--- config.mk ---
export PLATFORM = sky130hd
export DESIGN_NAME = key_scan_multi
export DESIGN_NICKNAME = d
export VERILOG_FILES = /design/src/rtl/key_scan_multi.sv
export SDC_FILE = /design/constraint.sdc
export NUM_CORES = 1
export LEC_CHECK = 0
export ABC_AREA = 1
export ABC_CLOCK_PERIOD_IN_PS = 3200
export BUFFER_PORTS_ARGS = -buffer_cell sky130_fd_sc_hd__buf_4
export CORE_ASPECT_RATIO = 0.7
export CORE_UTILIZATION = 35
export DETAILED_ROUTE_END_ITERATION = 10
export GPL_TIMING_DRIVEN = 0
export SKIP_CTS_REPAIR_TIMING = 1
export SYNTH_ARGS = -nofsm -noshare
export SYNTH_HDL_FRONTEND = slang
export SYNTH_SLANG_ARGS = --single-unit
--- constraint.sdc ---
create_clock -name FPGA_CLK -period 3.2 [get_ports FPGA_CLK]
set_input_delay 0.32 -clock FPGA_CLK [delete_from_list [all_inputs] [get_ports FPGA_CLK]]
set_output_delay 0.32 -clock FPGA_CLK [all_outputs]
set_load 0.005 [all_outputs]
--- src/rtl/key_scan_multi.sv ---
// key_scan_multi
//   Multi-channel key front end: per key a 2-flop synchroniser, a symmetric
//   debounce filter, one-cycle press/release strobes, long-press detection
//   and (optionally) auto-repeat while the key stays held after a long press.
//
// Optional feature macro: KEY_SCAN_REPEAT_EN
//   defined   : LONG state emits f_key_repeat every REPEAT_CYCLES until release.
//   undefined : no repeat counter is built, f_key_repeat is tied to 0 and
//               LONG is a terminal hold state until release.
//
// Ports
//   FPGA_CLK      in   system clock
//   RESET         in   synchronous, active-high reset
//   KEY           in   [N_KEYS] raw asynchronous key pins
//   key_state     out  [N_KEYS] debounced level, 1 = pressed
//   f_key_down    out  [N_KEYS] one-cycle strobe on accepted press
//   f_key_up      out  [N_KEYS] one-cycle strobe on accepted release
//   f_key_long    out  [N_KEYS] one-cycle strobe when a press reaches LONG_CYCLES
//   f_key_repeat  out  [N_KEYS] one-cycle auto-repeat strobe
//
// Hold FSM per channel (IDLE -> HELD -> LONG). An accepted release returns
// the channel to IDLE on the same edge and suppresses any long/repeat strobe
// that would otherwise land on that edge.
module key_scan_multi #(
  parameter int N_KEYS        = 4,
  parameter int DEB_CYCLES    = 1000000,
  parameter int LONG_CYCLES   = 50000000,
  parameter int REPEAT_CYCLES = 10000000,
  parameter bit ACTIVE_LOW    = 1'b1
) (
  input  logic              FPGA_CLK,
  input  logic              RESET,
  input  logic [N_KEYS-1:0] KEY,
  output logic [N_KEYS-1:0] key_state,
  output logic [N_KEYS-1:0] f_key_down,
  output logic [N_KEYS-1:0] f_key_up,
  output logic [N_KEYS-1:0] f_key_long,
  output logic [N_KEYS-1:0] f_key_repeat
);

  typedef enum logic [1:0] {
    IDLE = 2'd0,
    HELD = 2'd1,
    LONG = 2'd2
  } hold_state_t;

  localparam int DEB_W  = $clog2(DEB_CYCLES);
  localparam int HOLD_W = $clog2(LONG_CYCLES);
  localparam logic [DEB_W-1:0]  DEB_LAST  = DEB_W'(DEB_CYCLES - 1);
  localparam logic [HOLD_W-1:0] HOLD_LAST = HOLD_W'(LONG_CYCLES - 1);
`ifdef KEY_SCAN_REPEAT_EN
  localparam int REP_W = $clog2(REPEAT_CYCLES);
  localparam logic [REP_W-1:0] REP_LAST = REP_W'(REPEAT_CYCLES - 1);
`endif

  // Elaboration-time guard on the timing parameters.
  if (DEB_CYCLES < 2 || LONG_CYCLES <= DEB_CYCLES || REPEAT_CYCLES < 2) begin : g_bad_params
    $error("key_scan_multi: invalid timing parameters");
  end

  // Synchroniser holds raw pin levels; reset value is the released pin level
  // so a key held through reset is seen as a fresh press afterwards.
  logic [N_KEYS-1:0] sync_1;
  logic [N_KEYS-1:0] sync_2;
  logic [N_KEYS-1:0] s_lvl;

  always_ff @(posedge FPGA_CLK) begin
    if (RESET) begin
      sync_1 <= {N_KEYS{ACTIVE_LOW}};
      sync_2 <= {N_KEYS{ACTIVE_LOW}};
    end else begin
      sync_1 <= KEY;
      sync_2 <= sync_1;
    end
  end

  // Normalised level: 1 = pressed regardless of pin polarity.
  assign s_lvl = sync_2 ^ {N_KEYS{ACTIVE_LOW}};

  for (genvar i = 0; i < N_KEYS; i++) begin : g_ch
    logic [DEB_W-1:0]  deb_cnt;
    logic [DEB_W-1:0]  deb_cnt_nx;
    logic              level;
    logic              level_nx;
    logic              acc_down;
    logic              acc_up;
    hold_state_t       state;
    hold_state_t       state_nx;
    logic [HOLD_W-1:0] hold_cnt;
    logic [HOLD_W-1:0] hold_cnt_nx;
    logic              down_q;
    logic              up_q;
    logic              long_q;
    logic              long_nx;
`ifdef KEY_SCAN_REPEAT_EN
    logic [REP_W-1:0]  rep_cnt;
    logic [REP_W-1:0]  rep_cnt_nx;
    logic              rep_q;
    logic              rep_nx;
`endif

    // Debounce: the counter only runs while the synchronised level differs
    // from the accepted one; any return to the accepted level clears it.
    always_comb begin
      deb_cnt_nx = '0;
      level_nx   = level;
      acc_down   = 1'b0;
      acc_up     = 1'b0;
      if (s_lvl[i] != level) begin
        if (deb_cnt == DEB_LAST) begin
          level_nx = s_lvl[i];
          acc_down = s_lvl[i];
          acc_up   = ~s_lvl[i];
        end else begin
          deb_cnt_nx = deb_cnt + 1'b1;
        end
      end
    end

    // Hold FSM next-state and strobe logic.
    always_comb begin
      state_nx    = state;
      hold_cnt_nx = hold_cnt;
      long_nx     = 1'b0;
`ifdef KEY_SCAN_REPEAT_EN
      rep_cnt_nx  = rep_cnt;
      rep_nx      = 1'b0;
`endif
      case (state)
        IDLE: begin
          if (acc_down) begin
            state_nx    = HELD;
            hold_cnt_nx = '0;
          end
        end
        HELD: begin
          if (hold_cnt == HOLD_LAST) begin
            state_nx    = LONG;
            hold_cnt_nx = '0;
            long_nx     = 1'b1;
`ifdef KEY_SCAN_REPEAT_EN
            rep_cnt_nx  = '0;
`endif
          end else begin
            hold_cnt_nx = hold_cnt + 1'b1;
          end
        end
        LONG: begin
`ifdef KEY_SCAN_REPEAT_EN
          if (rep_cnt == REP_LAST) begin
            rep_cnt_nx = '0;
            rep_nx     = 1'b1;
          end else begin
            rep_cnt_nx = rep_cnt + 1'b1;
          end
`endif
        end
        default: begin
          state_nx    = IDLE;
          hold_cnt_nx = '0;
        end
      endcase

      // Release wins over any count boundary reached on the same edge.
      if (acc_up) begin
        state_nx    = IDLE;
        hold_cnt_nx = '0;
        long_nx     = 1'b0;
`ifdef KEY_SCAN_REPEAT_EN
        rep_cnt_nx  = '0;
        rep_nx      = 1'b0;
`endif
      end
    end

    always_ff @(posedge FPGA_CLK) begin
      if (RESET) begin
        deb_cnt  <= '0;
        level    <= 1'b0;
        state    <= IDLE;
        hold_cnt <= '0;
        down_q   <= 1'b0;
        up_q     <= 1'b0;
        long_q   <= 1'b0;
`ifdef KEY_SCAN_REPEAT_EN
        rep_cnt  <= '0;
        rep_q    <= 1'b0;
`endif
      end else begin
        deb_cnt  <= deb_cnt_nx;
        level    <= level_nx;
        state    <= state_nx;
        hold_cnt <= hold_cnt_nx;
        down_q   <= acc_down;
        up_q     <= acc_up;
        long_q   <= long_nx;
`ifdef KEY_SCAN_REPEAT_EN
        rep_cnt  <= rep_cnt_nx;
        rep_q    <= rep_nx;
`endif
      end
    end

    assign key_state[i]  = level;
    assign f_key_down[i] = down_q;
    assign f_key_up[i]   = up_q;
    assign f_key_long[i] = long_q;
`ifdef KEY_SCAN_REPEAT_EN
    assign f_key_repeat[i] = rep_q;
`endif
  end

`ifndef KEY_SCAN_REPEAT_EN
  assign f_key_repeat = '0;
`endif

endmodule

* After elaboration in Yosys (flattened, before gate mapping)
Cells that the tools add are included.
Cells by class: eq/ne operators 28, $add $sub $neg 8, reduce and logical (&&, ||, !) cells 28, bitwise logic cells 17, muxes and demuxes 44
Operator list (count):
- $pmux 26 s3 | 4
- $mux 26 | 8
- $add 26x1->26 const B | 4
- $eq 26x26->1 const B | 4
- $add 20x1->20 const B | 4
- $eq 20x20->1 const B | 4
- $pmux 2 s3 | 4
- $reduce_or 3->1 | 8
- $mux 1 | 20
- $mux 2 | 8
- $ne 2x2->1 const B | 8
- $not 1->1 | 16
- $reduce_and 2->1 | 8
- $reduce_and 3->1 | 4
- $eq 2x1->1 const B | 4
- $eq 2x2->1 const B | 4
- $logic_not 2->1 | 4
- $reduce_or 2->1 | 4
- $ne 1x1->1 | 4
- $not 4->4 | 1
Storage, ports and cells: output and inout port bits 20, word-level logic and storage cells 155, bits in registers 216

* Depth between registers and ports, before layout
Gate-level depths: netlist (run 1).
depth in word-level cells 5, depth in mapped cells 12, depth with buffers taken out 11

* Least setup slack after synthesis (run 1)
Ideal clock, no wire load.
kind register to register, start point register g_ch[0].deb_cnt[0], end point register g_ch[0].hold_cnt[6], arrival time 1.391 ns, stages on the path, launching flop included 10, slack 1.690 ns, data required time 3.081 ns, library setup time 0.119 ns, path buffers 1, path through dfxtp_1 -> ha_1 -> nand2_1 -> nor2_2 -> nand2_1 -> nor2_2 -> nand2_2 -> o21ai_4 -> buf_6 -> a21oi_1
Between the ends: word-level cells in the longest chain between the ends 5, elaborated cells on any way between the ends 8, classes of those cells eq/ne (2); mux (4); reduce/logical (2)
RTL lines:
- start, declared | line 81 | logic [DEB_W-1:0] deb_cnt;
- start signal, assigned | line 190 | deb_cnt <= deb_cnt_nx;
- $eq 20x20->1 * | line 110 | if (deb_cnt == DEB_LAST) begin
- $mux 1 | line 110
- $mux 1 | line 109 | if (s_lvl[i] != level) begin
- $ne 2x2->1 (no line)
- $reduce_and 2->1 (no line)
- end signal, assigned | line 193 | hold_cnt <= hold_cnt_nx;
- end, declared | line 89 | logic [HOLD_W-1:0] hold_cnt;
Every way passes the cells marked *; elsewhere a longest branch is shown, timed or not. A chain may end at the register's enable or synchronous reset.

* Worst setup path in the final report (run 1)
start point register g_ch[2].hold_cnt[0], end point register g_ch[2].hold_cnt[17]
Between the ends: word-level cells in the longest chain between the ends 3, elaborated cells on any way between the ends 4, classes of those cells add/sub (1); eq/ne (1); mux (2)
RTL lines:
- start, declared | line 89
- start signal, assigned | line 193
- $add 26x1->26 or $eq 26x26->1 (tied branches) | line 145, 137
- $mux 26 * | line 137 | if (hold_cnt == HOLD_LAST) begin
- $pmux 26 s3 * | line 129 | case (state)
Marks and branches as above.

==> summary.md, run 1 <==
| Metric | Value |
|---|---|
| Status | completed |
| Synth async-reset ratio | 0% |
| CTS H-tree depth | 1 |
| Root buf cell | clkbuf_16 |
| Drc violations | 0 |
| Initial antenna violation count | 0 |
| Tcrit/Tclk final | between 60% and 70% |
| Drt via density | approximately 5.0 |
| WS Path Type | reg -> reg |
| Hold Vio Cnt, Final | 0 |
| CTS tree | built |
| Row cnt | 57 |
| VDD IR max | between 0.0003 and 0.0004 V |
| Starting DRT DRC Count | 1097 |
| Fin Setup TNS | 0 ns |
| FMAX | just under 500 MHz |
| Via Count | approximately 12k |
| Vias in the first global route | 11.0k |
| Ys Warns | 0 |
| Critical Path Fanout Max | 8 |
| Largest family of logic cells by synthesized area | simple AND/OR/NAND/NOR gates |
| Die Span Y | 160 um |
| CP Capture Type | flip-flop |
| Max Clock Skew | ~0.024 ns |
| Count of final setup violators | 0 |
| I/O pins | 26 |
| Synth Area in Adders | less than 1% |
| Fillers | about 3.7k |
| Die area | 0.0363 mm2 |
| GRT met1 Usage | between 20% and 30% |
| Wire per inst | between 10 and 15 um |
| Antenna Cells | 0 |
| Crit. Startpoint | g_ch[2].hold_cnt[0] |
| CTS Buf Count | 24 |
| Post-synthesis cell type count | between 40 and 50 |
| RSZ-0062 raised after global routing | no |
| CTS Sinks | roughly 220 |
| Top FF cell, synth | dfxtp_1 |
| Most frequent cells in the layout | nand2_1 (418), nor2_1 (302), nand3_1 (259), dfxtp_1 (216), inv_1 (214) |
| Commonest non-fill, non-tap cell in the layout | nand2_1 |
| Power density cells | 408 mW/mm2 |
| Initial core utilization | between 30% and 40% |
| Clock Latency Late Sink | approximately 0.54 ns |
| #FFs+latches synth | between 200 and 250 |
| Slew HR | between 50% and 60% |
| Share of cells above drive strength 1 | between 10% and 20% |
| Die Width | about 230 um |
| Nets | between 2k and 2.5k |
| Routed WL | about 32 mm |
| Compound-cell area share of the yosys netlist | 8.18% |
| CORE AREA | 0.0349 mm2 |
| First-pass DRT Iterations | 6 |
| Register area | around 0.0043 mm2 |
| Clock buffer depth | 3 |
| Reg clk slew, reported paths | ~0.070 ns |
| Mapped cell area | 0.0124 mm2 |
| Critical path required time | about 3.6 ns |
| Slew Viols, Final | 0 |
| Lkg Pwr | approximately 5 nW |
| Layer with the highest usage | met1 |
| Fraction of the mapped netlist area in simple logic gates | 43.6% |
| Routing usage on met3 | under 10% |
| Area growth, synth to finish | 13.2% |
| Fin crit period | 2.05 ns |
| Avg Cell Area, Syn | between 6 and 7 um2 |
| Seq/Total Area, Yosys | around a third |
| Hold path start | RESET |
| RR Startpoint | g_ch[2].hold_cnt[0] |
| GR Util met2 | between 20% and 30% |
| Hold/Removal Path Class | in -> reg |
| Worst Max-Slew Pin Slew | approximately 0.66 ns |
| Min Hold Slack | about 0.10 ns |
| Multiplexer share of the synthesized area | 0% |
| Overflow after GRT | 0 |
| Synth Area in XOR/XNOR | under 10% |
| Multi-input gate area | approximately 0.0069 mm2 |
| GP Congestion | 0.904 |
| Critical Path AT | around 2.5 ns |
| DPL Wire Length | between 20 and 25 mm |
| CP Launch Type | flip-flop |
| MaxCap Viol Count | 0 |
| Mapped Cells | about 1.9k |
| Finished Core Util | roughly 40% |
| Port-buffer cells | 20 |
| Overall Global Routing Usage | 17.8% |
| EDFF count, synth | 0 |
| Post-DRT Antenna Nets | 0 |
| Pin count of the biggest net entering global routing | 15 |
| First-pass GRT wire length | between 50 and 60 mm |
==> stage by stage <==
| stage | area (um2) | worst slack, ns | instances | total power [W] |
|---|---|---|---|---|
| 6_report | 14100 | 1.15 | 2478 | 0.00575 |
| 5_1_grt | 14100 | 0.929 | 2478 | 0.00597 |
| 4_1_cts | 14100 | 1.20 | 2474 | 0.00585 |
| 3_5_place_dp | 13200 | 1.20 | 2430 | 0.00284 |
| 3_3_place_gp | 13200 | 1.25 | 2430 | 0.00284 |
| 2_1_floorplan | 12500 | 1.69 | 1938 | 0.00281 |
==> path summary, 6_finish.rpt <==
path                            slack, ns  cells past startpoint                    to
worst min-delay path                 0.10                      2             sync_1[1]
worst max register to register       1.15                     10  g_ch[2].hold_cnt[17]
worst min register to register       0.41                      1             sync_2[2]
worst max-delay path                 1.15                     10  g_ch[2].hold_cnt[17]
==> synthesized netlist by cell type, drive strengths merged (5+ instances only) <==
| cell type | instances | share of area [%] |
|---|---|---|
| o21bai | 13 | 0.78 |
| ha | 8 | 0.80 |
| nor4 | 5 | 0.25 |
| or2 | 36 | 1.8 |
| nor2 | 328 | 11 |
| inv | 223 | 6.7 |
| xor2 | 26 | 1.8 |
| xnor2 | 11 | 0.77 |
| nand3 | 263 | 11 |
| nand4 | 85 | 4.5 |
| a21oi | 140 | 5.8 |
| o211ai | 5 | 0.30 |
| and3 | 5 | 0.25 |
| buf | 60 | 3.1 |
| nand3b | 6 | 0.36 |
| nor3b | 6 | 0.44 |
| o21ai | 23 | 1.0 |
| clkbuf | 6 | 0.18 |
| dfxtp | 216 | 35 |
| nand2 | 427 | 13 |
| nor3 | 35 | 1.5 |
==> critical path, stage by stage, from the launching register on <==
cell	delay [ns]
dfxtp_1	0.39
ha_1	0.33
nand3_1	0.25
nor2_1	0.19
nand2_1	0.09
inv_1	0.06
nand2_1	0.23
nand2_1	0.21
nor2_1	0.06
nor2_1	0.10
nor2_1	0.05
==> power by group <==
part | internal (W) | total, W | switching (W)
sequential | 0.00269 | 0.00270 | 0.00000365
clock | 0.00178 | 0.00296 | 0.00118
combinational | 0.0000299 | 0.0000854 | 0.0000555
total | 0.00451 | 0.00575 | 0.00124
==> sequential cells by signal (all words and copies together), names as in the netlist <==
name           cells
g_ch.state         8
sync_2             4
g_ch.long_q        4
g_ch.up_q          4
g_ch.hold_cnt    104
sync_1             4
g_ch.down_q        4
g_ch.deb_cnt      80
g_ch.level         4
==> final cells by class <==
class / instances / share of cell area (%)
plain buffers: 66 / 2.93
clock buffers: 29 / 4.61
clock inverters: 15 / 1.44
inverters: 223 / 5.94
multi-input cells: 1433 / 48.9
flip-flops and latches: 216 / 30.7
well taps: 472 / 4.19
repair buffers: 24 / 1.35
==> per-layer routing <==
layer	up-vias	routed length (um)
li1	6402	-
met3	45	1980
met4	0	631
met1	5636	16700
met5	-	0
met2	334	13100
==> cells by family after synthesis <==
| family | after synthesis |
|---|---|
| AO/OA/AOI/OAI | 185 |
| XOR/XNOR | 37 |
| adder cells (fa/ha/maj) | 8 |
| buffers and inverters | 289 |
| flip-flops | 216 |
| other | 1 |
| AND/OR/NAND/NOR | 1199 |
Power figures use the tool's default switching activity.
==> run 2: changes to the inputs <==
ABC_CLOCK_PERIOD_IN_PS = 1800   (was 3200)
clock period = 1.8 ns   (was 3.2 ns; I/O delays follow)
==> run 2 against run 1 <==
  * Sequential cell count unchanged
  * Worst setup slack lost 1.1 ns
  * Global-route usage is the same
  * Cell count rose by 0.77%
  * Total power rose by 79%
  * Worst hold slack better by 0.27 ns
  * Register-to-register slack worse by 1.1 ns
  * Core utilization is 1.5 points higher
  * Highest routed layer unchanged
  * Sequential share of layout area shrank 1.0 points
==> summary.md, run 2 (same netlist as run 1, synthesis figures left out) <==
| Metric | Value |
|---|---|
| Post-DRT Antenna Nets | 0 (unchanged) |
| WS Path Type | reg -> reg |
| Finished Core Util | 41.9% (+1.5 points) |
| Largest register FFs | 104 (unchanged) |
| RSZ-0062 raised after global routing | yes |
| Antenna Cells | 0 (unchanged) |
| Final std cells w/o fill | 2497 (+0.77%) |
| CP Capture Type | flip-flop |
| Slew Viols, Final | 0 (unchanged) |
| Critical Path AT | 2.21 ns (-0.28 ns) |
| Tcrit/Tclk final | 96.2% (+32 points) |
| CTS H-tree depth | 1 (unchanged) |
| Inst Count DP | 2430 (unchanged) |
| Commonest non-fill, non-tap cell in the layout | nand2_1 |
| Most frequent cells in the layout | nand2_1 (412), nor2_1 (288), nand3_1 (257), inv_1 (209), dfxtp_1 (209) |
| Worst path cell trace | ha_2 > nand3_1 > nor2_2 > and3_1 > nand4_1 > a21oi_1 |
| CP Launch Type | flip-flop |
| Critical Path Fanout Max | 5 (-3) |
| Count of final setup violators | 0 (unchanged) |
| Reg clk slew, reported paths | 0.07 ns (about the same) |
| Crit. Startpoint | g_ch[3].hold_cnt[1] |
| Pin count of the biggest net entering global routing | 15 (unchanged) |
| Worst Max-Slew Pin Slew | 0.646 ns (-0.0183 ns) |
| I/O pins | 26 (unchanged) |
| Clock Latency Late Sink | 0.54 ns (about the same) |
| CP peak stage delay | 0.39 ns (about the same) |
| VDD IR max | 0.000665 V (+79%) |
| Drc violations | 0 (unchanged) |
| Fillers | 3672 (-1.3%) |
| Share of cells above drive strength 1 | 13.3% (+2.7 points) |
| Die area | 0.0363 mm2 (unchanged) |
| Wire per inst | 13.3 um (+2.2%) |
| Row cnt | 57 (unchanged) |
| Die Width | 227 um (unchanged) |
| Drt via density | 5.01 (about the same) |
| CP max-delay cell | dfxtp_1 |
| Clock buffer depth | 3 (unchanged) |
| Nets | 2021 (+0.95%) |
| First-pass DRT Iterations | 5 (-1) |
| Slew HR | 56.9% (+1.2 points) |
| MaxCap Viol Count | 0 (unchanged) |
| Area growth, synth to finish | 17.3% |
| CTS Buf Count | 24 (unchanged) |
| Initial antenna violation count | 0 (unchanged) |
| Vias in the first global route | 11.0k (unchanged) |
| Critical path required time | 2.28 ns (-1.36 ns) |
| Root buf cell | clkbuf_16 |
| Overall Global Routing Usage | 17.8% (unchanged) |
| Largest Register | g_ch.hold_cnt |
| Overflow after GRT | 0 (unchanged) |
| CORE AREA | 0.0349 mm2 (unchanged) |
| Routed WL | 33.3 mm (+2.9%) |
| GP Congestion | 0.904 (unchanged) |
| First-pass GRT wire length | 54.2 mm (unchanged) |
| Lkg Pwr | 5.16 nW (+3.0%) |
| Dpl ws | -0.196 ns (-1.40 ns) |
| Hold/Removal Path Class | in -> reg |
| Hold Vio Cnt, Final | 0 (unchanged) |
| Die Span Y | 160 um (unchanged) |
| Starting DRT DRC Count | 1048 (-4.5%) |
| Largest registers | g_ch.hold_cnt x104, g_ch.deb_cnt x80, g_ch.state x8 |
| Fin crit period | 1.73 ns (-0.320 ns) |
| Via Count | 12.5k (+0.72%) |
| CTS Sinks | 216 (unchanged) |
| CTS tree | built |
| Hold path start | KEY[2] |
| RR Startpoint | g_ch[3].hold_cnt[1] |
| DPL Wire Length | 24.0 mm (unchanged) |
| Initial core utilization | 35.7% (unchanged) |
| Power density cells | 704 mW/mm2 (+73%) |
| FMAX | 578 MHz (+18%) |
| Port-buffer cells | 20 (unchanged) |
| Status | completed |
| Setup ws final | 0.0687 ns (-1.08 ns) |
| Max Clock Skew | 0.0228 ns (-0.000767 ns) |
-- run 2: cell count changes in the layout (fill, tap and decap cells not counted), moves of 5 or more --
cell     change
dfxtp_1      -7
buf_4       +10
buf_2       -10
ha_2         +5
nor2_4      +15
nor2_1      -14
nand2_1      -6
dfxtp_2      +6
ha_1         -6
inv_1        -5
-- run 2: layout make-up --
type | instances | area (um2) | area share (%)
sequential | 216 | 4340 | 29.7
timing repair buffer | 43 | 397 | 2.72
tap | 472 | 591 | 4.04
multi-input combinational | 1433 | 7110 | 48.7
clock inverter | 15 | 203 | 1.39
buffer | 66 | 482 | 3.30
inverter | 223 | 840 | 5.75
clock buffer | 29 | 649 | 4.45
-- run 2: final timing paths --
path         slack (ns)          endpoint  cells after the start
max                0.07  g_ch[3].state[1]                      6
min                0.37         sync_1[2]                      3
max reg2reg        0.07  g_ch[3].state[1]                      6
min reg2reg        0.41         sync_2[2]                      1
-- run 2: per-layer routing --
| layer | GRT usage [%] | part of all wire [%] |
|---|---|---|
| met3 | 2.80 | 5.5 |
| met5 | 0 | 0 |
| met4 | 4.03 | 1.9 |
| met2 | 25.8 | 41 |
| met1 | 27.3 | 51 |
-- run 2: metrics by stage --
stage / cell area [um2] / total power, W / hold WS [ns] / setup TNS, ns
4_1_cts: 14100 / 0.0104 / -0.213 / -3.84
3_3_place_gp: 13200 / 0.00505 / 0.366 / -0.991
5_1_grt: 14600 / 0.0107 / 0.382 / -0.0998
3_5_place_dp: 13200 / 0.00505 / 0.369 / -1.99
6_report: 14600 / 0.0103 / 0.373 / 0
2_1_floorplan: 12500 / 0.00500 / 0.284 / 0
-- run 2: critical path, delay by kind of cell, from the launching register on --
family / cells / cell delay (ns)
flops: 1 / 0.39
compound gates: 1 / 0.18
fa+ha+maj: 1 / 0.26
simple gates: 4 / 0.84
-- run 2: report_power, final --
group	switching, W	leakage (nW)	internal (W)
Combinational	0.000112	3.01	0.0000833
Clock	0.00212	0.409	0.00317
Sequential	0.00000635	1.74	0.00479
